===== config.mk =====
export PLATFORM = sky130hd
export DESIGN_NAME = rf68000_ext_seq_flat
export DESIGN_NICKNAME = d
export VERILOG_FILES = /design/src/rtl/rf68000_pkg.sv /design/src/rtl/rf68000_ext_seq_if.sv /design/src/rtl/rf68000_ext_slot.sv /design/src/rtl/rf68000_ext_seq.sv /design/src/flat_wrapper.sv
export SDC_FILE = /design/constraint.sdc
export NUM_CORES = 1
export LEC_CHECK = 0
export BUFFER_PORTS_ARGS = -buffer_cell sky130_fd_sc_hd__buf_2
export CAP_MARGIN = 20
export CORE_MARGIN = 3
export CORE_UTILIZATION = 50
export CTS_BUF_LIST = sky130_fd_sc_hd__clkbuf_8
export DETAILED_ROUTE_END_ITERATION = 7
export GPL_TIMING_DRIVEN = 0
export PLACE_DENSITY = 0.8
export SYNTH_ARGS = -nofsm -noshare
export SYNTH_HDL_FRONTEND = slang
export SYNTH_SLANG_ARGS = --single-unit

===== constraint.sdc =====
create_clock -name clk_i -period 2.4 [get_ports clk_i]
set_input_delay 0.24 -clock clk_i [delete_from_list [all_inputs] [get_ports clk_i]]
set_output_delay 0.24 -clock clk_i [all_outputs]
set_load 0.03 [all_outputs]

===== src/rtl/rf68000_pkg.sv =====
// Shared types and the extension-word count rule for the rf68000 front end.
package rf68000_pkg;

    localparam int unsigned WORDW = 16;

    typedef struct packed {
        logic [1:0] sz;
        logic [2:0] m;
        logic [2:0] x;
    } ea_desc_t;

    typedef enum logic [1:0] {
        ST_IDLE,
        ST_SRC,
        ST_DST,
        ST_DONE
    } ext_seq_state_e;

    // Extension words needed by one EA (byte length of the extension / 2).
    function automatic logic [1:0] mx_words(input logic [1:0] sz,
                                            input logic [2:0] m,
                                            input logic [2:0] x);
        logic [1:0] n;
        n = '0;
        case (m)
            3'd5, 3'd6: n = 2'd1;
            3'd7: begin
                case (x)
                    3'd0:    n = 2'd1;
                    3'd1:    n = 2'd2;
                    3'd2:    n = 2'd1;
                    3'd3:    n = 2'd1;
                    3'd4:    n = (sz == 2'd2) ? 2'd2 : 2'd1;
                    default: n = '0;
                endcase
            end
            default: n = '0;
        endcase
        return n;
    endfunction

endpackage


===== src/rtl/rf68000_ext_seq_if.sv =====
// Decoder / instruction-stream / dispatch signals of the extension-word sequencer.
interface rf68000_ext_seq_if;
    import rf68000_pkg::*;

    logic             flush_i;
    logic             req_valid_i;
    logic             req_ready_o;
    logic [1:0]       sz_i;
    logic             src_en_i;
    logic             dst_en_i;
    logic [2:0]       src_m_i;
    logic [2:0]       src_x_i;
    logic [2:0]       dst_m_i;
    logic [2:0]       dst_x_i;
    logic             iw_valid_i;
    logic [WORDW-1:0] iw_i;
    logic             iw_ready_o;
    logic             done_valid_o;
    logic             done_ready_i;
    logic [31:0]      src_ext_o;
    logic [31:0]      dst_ext_o;
    logic [1:0]       src_nw_o;
    logic [1:0]       dst_nw_o;
    logic [2:0]       total_nw_o;

    modport slave (
        input  flush_i, req_valid_i, sz_i, src_en_i, dst_en_i,
               src_m_i, src_x_i, dst_m_i, dst_x_i, iw_valid_i, iw_i, done_ready_i,
        output req_ready_o, iw_ready_o, done_valid_o,
               src_ext_o, dst_ext_o, src_nw_o, dst_nw_o, total_nw_o
    );

    modport master (
        output flush_i, req_valid_i, sz_i, src_en_i, dst_en_i,
               src_m_i, src_x_i, dst_m_i, dst_x_i, iw_valid_i, iw_i, done_ready_i,
        input  req_ready_o, iw_ready_o, done_valid_o,
               src_ext_o, dst_ext_o, src_nw_o, dst_nw_o, total_nw_o
    );

endinterface


===== src/rtl/rf68000_ext_slot.sv =====
// One EA's extension register: holds its word count and shifts words in first-high.
module rf68000_ext_slot
    import rf68000_pkg::*;
(
    input  logic             clk_i,
    input  logic             rst_ni,
    input  logic             clr_i,
    input  logic             load_i,
    input  logic [1:0]       nw_i,
    input  logic             shift_i,
    input  logic [WORDW-1:0] word_i,
    output logic [31:0]      ext_o,
    output logic [1:0]       nw_o
);

    always_ff @(posedge clk_i or negedge rst_ni) begin
        if (!rst_ni) begin
            ext_o <= '0;
            nw_o  <= '0;
        end else if (clr_i) begin
            ext_o <= '0;
            nw_o  <= '0;
        end else if (load_i) begin
            ext_o <= '0;
            nw_o  <= nw_i;
        end else if (shift_i) begin
            ext_o <= {ext_o[31-WORDW:0], word_i};
        end
    end

endmodule


===== src/rtl/rf68000_ext_seq.sv =====
// Extension-word sequencer: counts, fetches and assembles src/dst EA extension words.
module rf68000_ext_seq
    import rf68000_pkg::*;
(
    input  logic                 clk_i,
    input  logic                 rst_ni,
    rf68000_ext_seq_if.slave     bus
);

    ext_seq_state_e state_q, state_d;
    logic [1:0]     wcnt_q, wcnt_d;
    ea_desc_t       src_ea, dst_ea;
    logic [1:0]     src_req_nw, dst_req_nw;
    logic [1:0]     src_nw, dst_nw;
    logic [31:0]    src_ext, dst_ext;
    logic           load, clr, src_shift, dst_shift;

    assign src_ea = '{sz: bus.sz_i, m: bus.src_m_i, x: bus.src_x_i};
    assign dst_ea = '{sz: bus.sz_i, m: bus.dst_m_i, x: bus.dst_x_i};

    assign src_req_nw = bus.src_en_i ? mx_words(src_ea.sz, src_ea.m, src_ea.x) : '0;
    assign dst_req_nw = bus.dst_en_i ? mx_words(dst_ea.sz, dst_ea.m, dst_ea.x) : '0;

    // Handshake readies depend on state only; flush is the single input that masks them.
    assign bus.req_ready_o  = (state_q == ST_IDLE) && !bus.flush_i;
    assign bus.iw_ready_o   = ((state_q == ST_SRC) || (state_q == ST_DST)) && !bus.flush_i;
    assign bus.done_valid_o = (state_q == ST_DONE);

    always_ff @(posedge clk_i or negedge rst_ni) begin
        if (!rst_ni) begin
            state_q <= ST_IDLE;
            wcnt_q  <= '0;
        end else begin
            state_q <= state_d;
            wcnt_q  <= wcnt_d;
        end
    end

    always_comb begin
        state_d   = state_q;
        wcnt_d    = wcnt_q;
        load      = 1'b0;
        clr       = 1'b0;
        src_shift = 1'b0;
        dst_shift = 1'b0;
        if (bus.flush_i) begin
            state_d = ST_IDLE;
            wcnt_d  = '0;
            clr     = 1'b1;
        end else begin
            case (state_q)
                ST_IDLE: begin
                    if (bus.req_valid_i) begin
                        load = 1'b1;
                        if (src_req_nw != '0)      state_d = ST_SRC;
                        else if (dst_req_nw != '0) state_d = ST_DST;
                        else                       state_d = ST_DONE;
                    end
                end
                ST_SRC: begin
                    if (bus.iw_valid_i) begin
                        src_shift = 1'b1;
                        if (wcnt_q + 2'd1 == src_nw) begin
                            wcnt_d  = '0;
                            state_d = (dst_nw != '0) ? ST_DST : ST_DONE;
                        end else begin
                            wcnt_d = wcnt_q + 2'd1;
                        end
                    end
                end
                ST_DST: begin
                    if (bus.iw_valid_i) begin
                        dst_shift = 1'b1;
                        if (wcnt_q + 2'd1 == dst_nw) begin
                            wcnt_d  = '0;
                            state_d = ST_DONE;
                        end else begin
                            wcnt_d = wcnt_q + 2'd1;
                        end
                    end
                end
                ST_DONE: begin
                    if (bus.done_ready_i) state_d = ST_IDLE;
                end
                default: state_d = ST_IDLE;
            endcase
        end
    end

    rf68000_ext_slot u_src_slot (
        .clk_i   (clk_i),
        .rst_ni  (rst_ni),
        .clr_i   (clr),
        .load_i  (load),
        .nw_i    (src_req_nw),
        .shift_i (src_shift),
        .word_i  (bus.iw_i),
        .ext_o   (src_ext),
        .nw_o    (src_nw)
    );

    rf68000_ext_slot u_dst_slot (
        .clk_i   (clk_i),
        .rst_ni  (rst_ni),
        .clr_i   (clr),
        .load_i  (load),
        .nw_i    (dst_req_nw),
        .shift_i (dst_shift),
        .word_i  (bus.iw_i),
        .ext_o   (dst_ext),
        .nw_o    (dst_nw)
    );

    assign bus.src_ext_o  = src_ext;
    assign bus.dst_ext_o  = dst_ext;
    assign bus.src_nw_o   = src_nw;
    assign bus.dst_nw_o   = dst_nw;
    assign bus.total_nw_o = {1'b0, src_nw} + {1'b0, dst_nw};

endmodule


===== src/flat_wrapper.sv =====
// flat-port wrapper written by rule: the top's interface ports become plain ports
module rf68000_ext_seq_flat import rf68000_pkg::*;
  (clk_i, rst_ni, bus_flush_i, bus_req_valid_i, bus_sz_i, bus_src_en_i, bus_dst_en_i, bus_src_m_i, bus_src_x_i, bus_dst_m_i, bus_dst_x_i, bus_iw_valid_i, bus_iw_i, bus_done_ready_i, bus_req_ready_o, bus_iw_ready_o, bus_done_valid_o, bus_src_ext_o, bus_dst_ext_o, bus_src_nw_o, bus_dst_nw_o, bus_total_nw_o);
  rf68000_ext_seq_if bus_i ();
  input  logic clk_i;
  input  logic rst_ni;
  input wire logic [$bits(bus_i.flush_i)-1:0] bus_flush_i;
  input wire logic [$bits(bus_i.req_valid_i)-1:0] bus_req_valid_i;
  input wire logic [$bits(bus_i.sz_i)-1:0] bus_sz_i;
  input wire logic [$bits(bus_i.src_en_i)-1:0] bus_src_en_i;
  input wire logic [$bits(bus_i.dst_en_i)-1:0] bus_dst_en_i;
  input wire logic [$bits(bus_i.src_m_i)-1:0] bus_src_m_i;
  input wire logic [$bits(bus_i.src_x_i)-1:0] bus_src_x_i;
  input wire logic [$bits(bus_i.dst_m_i)-1:0] bus_dst_m_i;
  input wire logic [$bits(bus_i.dst_x_i)-1:0] bus_dst_x_i;
  input wire logic [$bits(bus_i.iw_valid_i)-1:0] bus_iw_valid_i;
  input wire logic [$bits(bus_i.iw_i)-1:0] bus_iw_i;
  input wire logic [$bits(bus_i.done_ready_i)-1:0] bus_done_ready_i;
  output wire logic [$bits(bus_i.req_ready_o)-1:0] bus_req_ready_o;
  output wire logic [$bits(bus_i.iw_ready_o)-1:0] bus_iw_ready_o;
  output wire logic [$bits(bus_i.done_valid_o)-1:0] bus_done_valid_o;
  output wire logic [$bits(bus_i.src_ext_o)-1:0] bus_src_ext_o;
  output wire logic [$bits(bus_i.dst_ext_o)-1:0] bus_dst_ext_o;
  output wire logic [$bits(bus_i.src_nw_o)-1:0] bus_src_nw_o;
  output wire logic [$bits(bus_i.dst_nw_o)-1:0] bus_dst_nw_o;
  output wire logic [$bits(bus_i.total_nw_o)-1:0] bus_total_nw_o;
  assign bus_i.flush_i = bus_flush_i;
  assign bus_i.req_valid_i = bus_req_valid_i;
  assign bus_i.sz_i = bus_sz_i;
  assign bus_i.src_en_i = bus_src_en_i;
  assign bus_i.dst_en_i = bus_dst_en_i;
  assign bus_i.src_m_i = bus_src_m_i;
  assign bus_i.src_x_i = bus_src_x_i;
  assign bus_i.dst_m_i = bus_dst_m_i;
  assign bus_i.dst_x_i = bus_dst_x_i;
  assign bus_i.iw_valid_i = bus_iw_valid_i;
  assign bus_i.iw_i = bus_iw_i;
  assign bus_i.done_ready_i = bus_done_ready_i;
  assign bus_req_ready_o = bus_i.req_ready_o;
  assign bus_iw_ready_o = bus_i.iw_ready_o;
  assign bus_done_valid_o = bus_i.done_valid_o;
  assign bus_src_ext_o = bus_i.src_ext_o;
  assign bus_dst_ext_o = bus_i.dst_ext_o;
  assign bus_src_nw_o = bus_i.src_nw_o;
  assign bus_dst_nw_o = bus_i.dst_nw_o;
  assign bus_total_nw_o = bus_i.total_nw_o;
  rf68000_ext_seq u_core (.clk_i(clk_i), .rst_ni(rst_ni), .bus(bus_i));
endmodule

==> flow_metrics.py, run 1 <==
metrics = {
    "run_status": {
        "outcome": "finished, final reports clean",
    },
    "yosys": {
        "synth.distinct_cells": 37,
        "yosys_most_used_dff": "dfrtp_1",
        "yosys-top-cells-area": "dfrtp_1 (55%), nand2_1 (15%), a21oi_1 (11%), clkbuf_1 (2.2%), ha_1 (1.9%)",
        "yosysSeqAreaShare": 0.552,
        "ys_ff_latch": 72,
        "syn_avg_cell_area_um2": 8.82,
        "async_flop_share": 1.00,
        "yosysTopAreaCell": "dfrtp_1",
        "synth_fp_nets": 414,
        "synthDominantCellAreaShare": 0.552,
        "synth_enable_flop_cells": 0,
        "synthCells": 370,
        "synth_area_mm2": 0.00326,
        "ys_warn_count": 0,
    },
    "cells_and_area": {
        "drive_gt1_frac": 0.256,
        "instances_no_fill": 571,
        "layout.nets": 535,
        "ff_latch_area_mm2": 0.00180,
        "fin_util": 0.673,
        "postLayoutCellArea_mm2": 0.00413,
        "fillers": 506,
        "multi_input_area_mm2": 0.00135,
        "antenna_cells": 0,
        "area_growth_pct": 26.4,
    },
    "floorplanning": {
        "die_x_um": 86.8,
        "die-area_mm2": 0.00753,
        "initial_core_util": 0.532,
        "io-pin-count": 112,
        "rows": 28,
        "die_y_um": 86.8,
        "coreArea_mm2": 0.00613,
    },
    "timing": {
        "worst_slack_ns": 0.370,
        "min_period_over_period": 0.846,
        "hold_violations": 0,
        "finClkSkew_ns": 0.00988,
        "rsz0062_at_grt": "no",
        "finalSetupTns_ns": 0,
        "finalMaxSlewViolations": 0,
        "fmax_mhz": 493,
        "slew_headroom": 0.408,
        "min_period_ns": 2.03,
        "setup_viol": 0,
        "worstMarginPinSlew_ns": 0.888,
    },
    "critical_path": {
        "crit_family": "buffers and inverters",
        "criticalPathCategory": "reg -> out",
        "end_kind": "output port",
        "path_max_fanout": 10,
        "crit_required_ns": 2.16,
        "setup.worst_path.start_class": "flop",
        "crit_slowest_cell": "dfrtp_1",
        "critPathMaxStageDelay_ns": 0.40,
        "crit_buf_inv": 3,
        "crit_chain": "inv_1 > ha_1 > clkbuf_1 > nor2b_1 > buf_2",
        "cp.arrival_ns": 1.79,
    },
    "pwr": {
        "ir_drop_mv": 0.453,
        "p_leak_nw": 2.02,
        "powerDensity_mw_per_mm2": 818,
    },
    "route": {
        "dr.pass1.iters": 5,
        "ant_nets": 0,
        "vias_per_cell": 5.49,
        "via_count": 3134,
        "wl_per_cell_um": 15.0,
        "drt_iter0_markers": 143,
        "drc": 0,
        "drt_wl_total_um": 8540,
    },
    "clock_network": {
        "cts.repair.resized": 0,
        "cts_tree": "yes",
        "cts_hold_buf": 0,
        "numCtsBuffers": 9,
        "clock_latency_ns": 0.35,
        "clockRootBuffer": "clkbuf_8",
        "cts.clk_slew.worst_paths_ns": 0.07,
        "h-tree-depth": 3,
        "clock-sinks": 72,
        "clk_path_buf_depth": 2,
        "cts_setup_buffers": 0,
    },
    "global_routing": {
        "track_usage": 0.227,
        "grt_pass1_vias": 2899,
        "grt_max_degree": 73,
        "grt_overflow_total": 0,
        "grt_pass1_wl_um": 13400,
        "antenna_found_initial": 0,
    },
    "hold_path": {
        "hp-class": "in -> async",
    },
    "job": {
        "drv_cap": 0,
    },
    "place": {
        "place_inst": 555,
        "hpwl_um": 6280,
        "place_congestion": 0.817,
        "place_area_mm2": 0.00391,
        "port_buffers": 110,
        "dpl_worst_slack_ns": 0.429,
    },
}
per-stage QoR:
step / total power, mW / hold WS [ns]
3_3_place_gp: 2.34 / 0.491
4_1_cts: 3.38 / 0.0508
5_1_grt: 3.55 / 0.0846
2_1_floorplan: 2.06 / -0.0556
3_5_place_dp: 2.37 / 0.416
6_report: 3.38 / 0.000181
final timing paths:
check	end	cells after the start	slack (ns)	startpoint
worst max-delay path	bus_req_ready_o	5	0.37	u_core.state_q[1]$_DFFE_PN0P_
worst min-delay path	u_core.u_src_slot.ext_o[16]$_DFFE_PN0P_	1	0.0002	rst_ni
worst max register to register	u_core.u_src_slot.ext_o[25]$_DFFE_PN0P_	7	0.41	u_core.state_q[1]$_DFFE_PN0P_
worst min register to register	u_core.u_src_slot.ext_o[31]$_DFFE_PN0P_	2	0.52	u_core.u_src_slot.ext_o[31]$_DFFE_PN0P_
max in group asynchronous	u_core.u_dst_slot.ext_o[7]$_DFFE_PN0P_	1	1.81	rst_ni
min in group clk_i	u_core.u_src_slot.ext_o[8]$_DFFE_PN0P_	3	0.13	bus_iw_i[8]
placed cells by master, fill, tap and decap left out, types with 3 or more instances in the layout:
| master | count |
|---|---|
| o21ai_0 | 3 |
| nand2_1 | 133 |
| clkbuf_1 | 19 |
| inv_1 | 6 |
| nor2b_1 | 5 |
| a311oi_1 | 3 |
| nand2b_1 | 9 |
| mux2i_1 | 3 |
| clkbuf_8 | 12 |
| nor2_1 | 3 |
| dfrtp_1 | 72 |
| buf_2 | 109 |
| ha_1 | 5 |
| buf_1 | 4 |
| a21oi_1 | 72 |
layout make-up:
cell class	instances	area share
clock inverter	4	0.0124
clock buffer	12	0.0400
buffer	24	0.0221
timing repair buffer	110	0.134
tap	75	0.0227
inverter	6	0.00546
sequential	72	0.436
multi-input combinational	268	0.327
worst reg2reg max path, stage by stage, from the launching register on:
cell and delay, ns:
dfrtp_1 0.40, inv_1 0.11, ha_1 0.22, nand2_1 0.13, nand2b_1 0.09, clkbuf_1 0.34
clkbuf_1 0.47, a21oi_1 0.09
where the power goes:
group / switching [mW] / internal (mW)
Clock: 0.453 / 0.565
Combinational: 0.698 / 0.300
Sequential: 0.0743 / 1.28
Total: 1.23 / 2.15
kinds of logic (layout without fill, tap and decap cells):
logic type	Yosys count	after routing	share of synthesized area
muxes	3	3	0.00920
DFF	72	72	0.552
xor gates and xnor gates	4	4	0.0107
buffers and inverters	30	156	0.0349
AOI/OAI and AO/OA	91	91	0.155
adders and majority gates	6	6	0.0253
and+or+nand+nor	164	164	0.213
cells in the mapped netlist (2+ instances only):
library cell / n
a211oi_1: 2
a21oi_1: 72
a311oi_1: 3
a32oi_1: 2
and2_1: 2
buf_1: 4
clkbuf_1: 19
dfrtp_1: 72
ha_1: 5
inv_1: 6
mux2i_1: 3
nand2_1: 133
nand2b_1: 9
nand3_1: 2
nand3b_1: 2
nand4_1: 2
nor2_1: 3
nor2b_1: 5
nor3b_1: 2
o21ai_0: 3
xnor2_1: 2
xor2_1: 2
sequential cells by signal, indices dropped and copies added (netlist names):
signal	count
u_core.state_q	2
u_core.wcnt_q	2
u_core.u_src_slot.nw_o	2
u_core.u_dst_slot.nw_o	2
u_core.u_dst_slot.ext_o	32
u_core.u_src_slot.ext_o	32
per-layer routing:
layer | GRT usage | up-vias | share of wire
met4 | 0.106 | 0 | 0.016
met1 | 0.314 | 1494 | 0.43
met3 | 0.0437 | 17 | 0.077
li1 | - | 1480 | -
met5 | 0 | - | 0
met2 | 0.346 | 143 | 0.47
Power figures use the tool's default switching activity.
==> run 2, diff against run 1 <==
CORE_UTILIZATION = 47   (was 50)
PLACE_DENSITY = 0.79   (was 0.8)
clock period = 1.8 ns   (was 2.4 ns; I/O delays follow)
==> run 2 against run 1 <==
Against the previous run: hold slack gained 0.077 ns; worst setup slack got worse by 0.33 ns; flip-flop and latch count unchanged; cell area up 2.0%; clock-buffer cell count shrank 1; critical path depth shrank 2; core utilization down 2.9 points; critical endpoint is now bus_total_nw_o[1]; wire length increased by 1.4%.
==> flow_metrics.py, run 2 (synthesized netlist as in run 1, its figures left out) <==
metrics = {
    "global_routing": {
        "track_usage": 0.225,
        "grt_pass1_vias": 2906,
        "grt_overflow_total": 0,
        "grt_pass1_wl_um": 13700,
        "grt_max_degree": 73,
        "antenna_found_initial": 0,
    },
    "timing": {
        "setup_viol": 0,
        "finClkSkew_ns": 0.00738,
        "min_period_over_period": 0.979,
        "worstMarginPinSlew_ns": 0.897,
        "fmax_mhz": 568,
        "hold_violations": 0,
        "finalMaxSlewViolations": 0,
        "min_period_ns": 1.76,
        "hold_ws_ns": 0.0767,
        "rsz0062_at_grt": "no",
        "slew_headroom": 0.402,
    },
    "clock_network": {
        "clockRootBuffer": "clkbuf_8",
        "clock_latency_ns": 0.35,
        "clk_path_buf_depth": 2,
        "numCtsBuffers": 9,
        "cts.clk_slew.worst_paths_ns": 0.07,
        "h-tree-depth": 3,
        "clock-sinks": 72,
        "cts_tree": "yes",
    },
    "cells_and_area": {
        "postLayoutCellArea_mm2": 0.00421,
        "area_growth_pct": 29.0,
        "fillers": 575,
        "top_regs": "u_core.u_dst_slot.ext_o: 32 flops, u_core.u_src_slot.ext_o: 32 flops",
        "layout_commonest_cell": "nand2_1",
        "multi_input_area_mm2": 0.00135,
        "layout.nets": 536,
        "ff_latch_area_mm2": 0.00180,
        "antenna_cells": 0,
        "most-common-layout-cells": "nand2_1 (133), buf_2 (113), a21oi_1 (72)",
        "drive_gt1_frac": 0.302,
        "instances_no_fill": 574,
    },
    "pwr": {
        "p_seq_frac": 0.385,
        "powerDensity_mw_per_mm2": 1110,
        "ir_drop_mv": 0.655,
        "p_sw_mw": 1.64,
        "p_leak_nw": 2.10,
        "p_total_mw": 4.68,
        "clock_power_share": 0.311,
        "p_int_mw": 3.04,
        "sw_frac_of_total": 0.350,
        "p_comb_frac": 0.303,
    },
    "critical_path": {
        "cp.arrival_ns": 1.58,
        "crit_required_ns": 1.62,
        "end_kind": "output port",
        "critPathLaunch": "u_core.u_dst_slot.nw_o[0]$_DFFE_PN0P_",
        "setup.worst_path.start_class": "flop",
        "timing.rr.start": "u_core.state_q[0]$_DFFE_PN0P_",
        "criticalPathCategory": "reg -> out",
        "path_max_fanout": 2,
    },
    "floorplanning": {
        "die-area_mm2": 0.00798,
        "coreArea_mm2": 0.00653,
        "initial_core_util": 0.500,
        "rows": 29,
        "die_y_um": 89.3,
        "io-pin-count": 112,
        "die_x_um": 89.3,
    },
    "run_status": {
        "outcome": "finished, final reports clean",
    },
    "place": {
        "place_area_mm2": 0.00391,
        "hpwl_um": 6460,
        "place_congestion": 0.804,
        "port_buffers": 110,
        "place_inst": 557,
    },
    "hold_path": {
        "hp-start": "bus_iw_i[10]",
        "hp-class": "in -> reg",
    },
    "route": {
        "drc": 0,
        "vias_per_cell": 5.46,
        "ant_nets": 0,
        "drt_wl_total_um": 8670,
        "via_count": 3136,
        "drt_iter0_markers": 172,
        "dr.pass1.iters": 4,
        "wl_per_cell_um": 15.1,
    },
    "job": {
        "drv_cap": 0,
    },
}
-- run 2: worst paths after layout --
| check | to | slack [ns] | cells past startpoint |
|---|---|---|---|
| setup / recovery | bus_total_nw_o[1] | 0.04 | 3 |
| hold / removal | u_core.u_dst_slot.ext_o[10]$_DFFE_PN0P_ | 0.08 | 3 |
| setup reg to reg | u_core.u_dst_slot.ext_o[1]$_DFFE_PN0P_ | 0.12 | 6 |
| hold reg to reg | u_core.u_src_slot.ext_o[18]$_DFFE_PN0P_ | 0.52 | 2 |
| max in group asynchronous | u_core.u_dst_slot.nw_o[0]$_DFFE_PN0P_ | 0.69 | 2 |
| min in group asynchronous | u_core.u_src_slot.ext_o[20]$_DFFE_PN0P_ | 0.49 | 2 |
-- run 2: area by class of cell --
cell class,instances,share of cell area
Tap cell,77,0.0229
Clock buffer,11,0.0360
Timing Repair Buffer,113,0.139
Buffer,22,0.0285
Clock inverter,5,0.0187
Multi-Input combinational cell,268,0.321
Sequential cell,72,0.428
Inverter,6,0.00535
-- run 2: routing by layer --
layer / global-route usage / wire length (um)
met5: 0 / 0
met4: 0.106 / 234
met3: 0.0461 / 534
met2: 0.360 / 4160
met1: 0.292 / 3740
-- run 2: stage by stage --
stage	worst slack [ns]	setup TNS [ns]	utilization
floorplan	0.192	0	-
detailed placement	-0.187	-7.82	0.599
global placement	-0.150	-6.59	0.599
CTS	0.00627	0	0.642
finish	0.0379	0	0.645
global route	0.00337	0	0.645
-- run 2: repair_timing --
item / 4_1_cts / 5_1_grt
setup endpoints to repair: 64 / 64
hold buffers: 1 / 0
setup buffers: 2 / 0
gates resized for setup: 18 / 21
hold endpoints to repair: 40 / 0
-- run 2: power by group through the flow --
stage                     clock, mW  sequential, mW  combinational, mW
final                          1.46            1.80               1.42
after global placement            0            1.83               1.30
after global routing           1.54            1.81               1.55
after floorplan                   0            1.95              0.787
after CTS                      1.47            1.80               1.38
after detailed placement          0            1.84               1.32
-- run 2: critical path: stages (launching register included) --
cell     delay, ns
dfrtp_2       0.41
ha_1          0.21
fa_1          0.50
buf_6         0.13
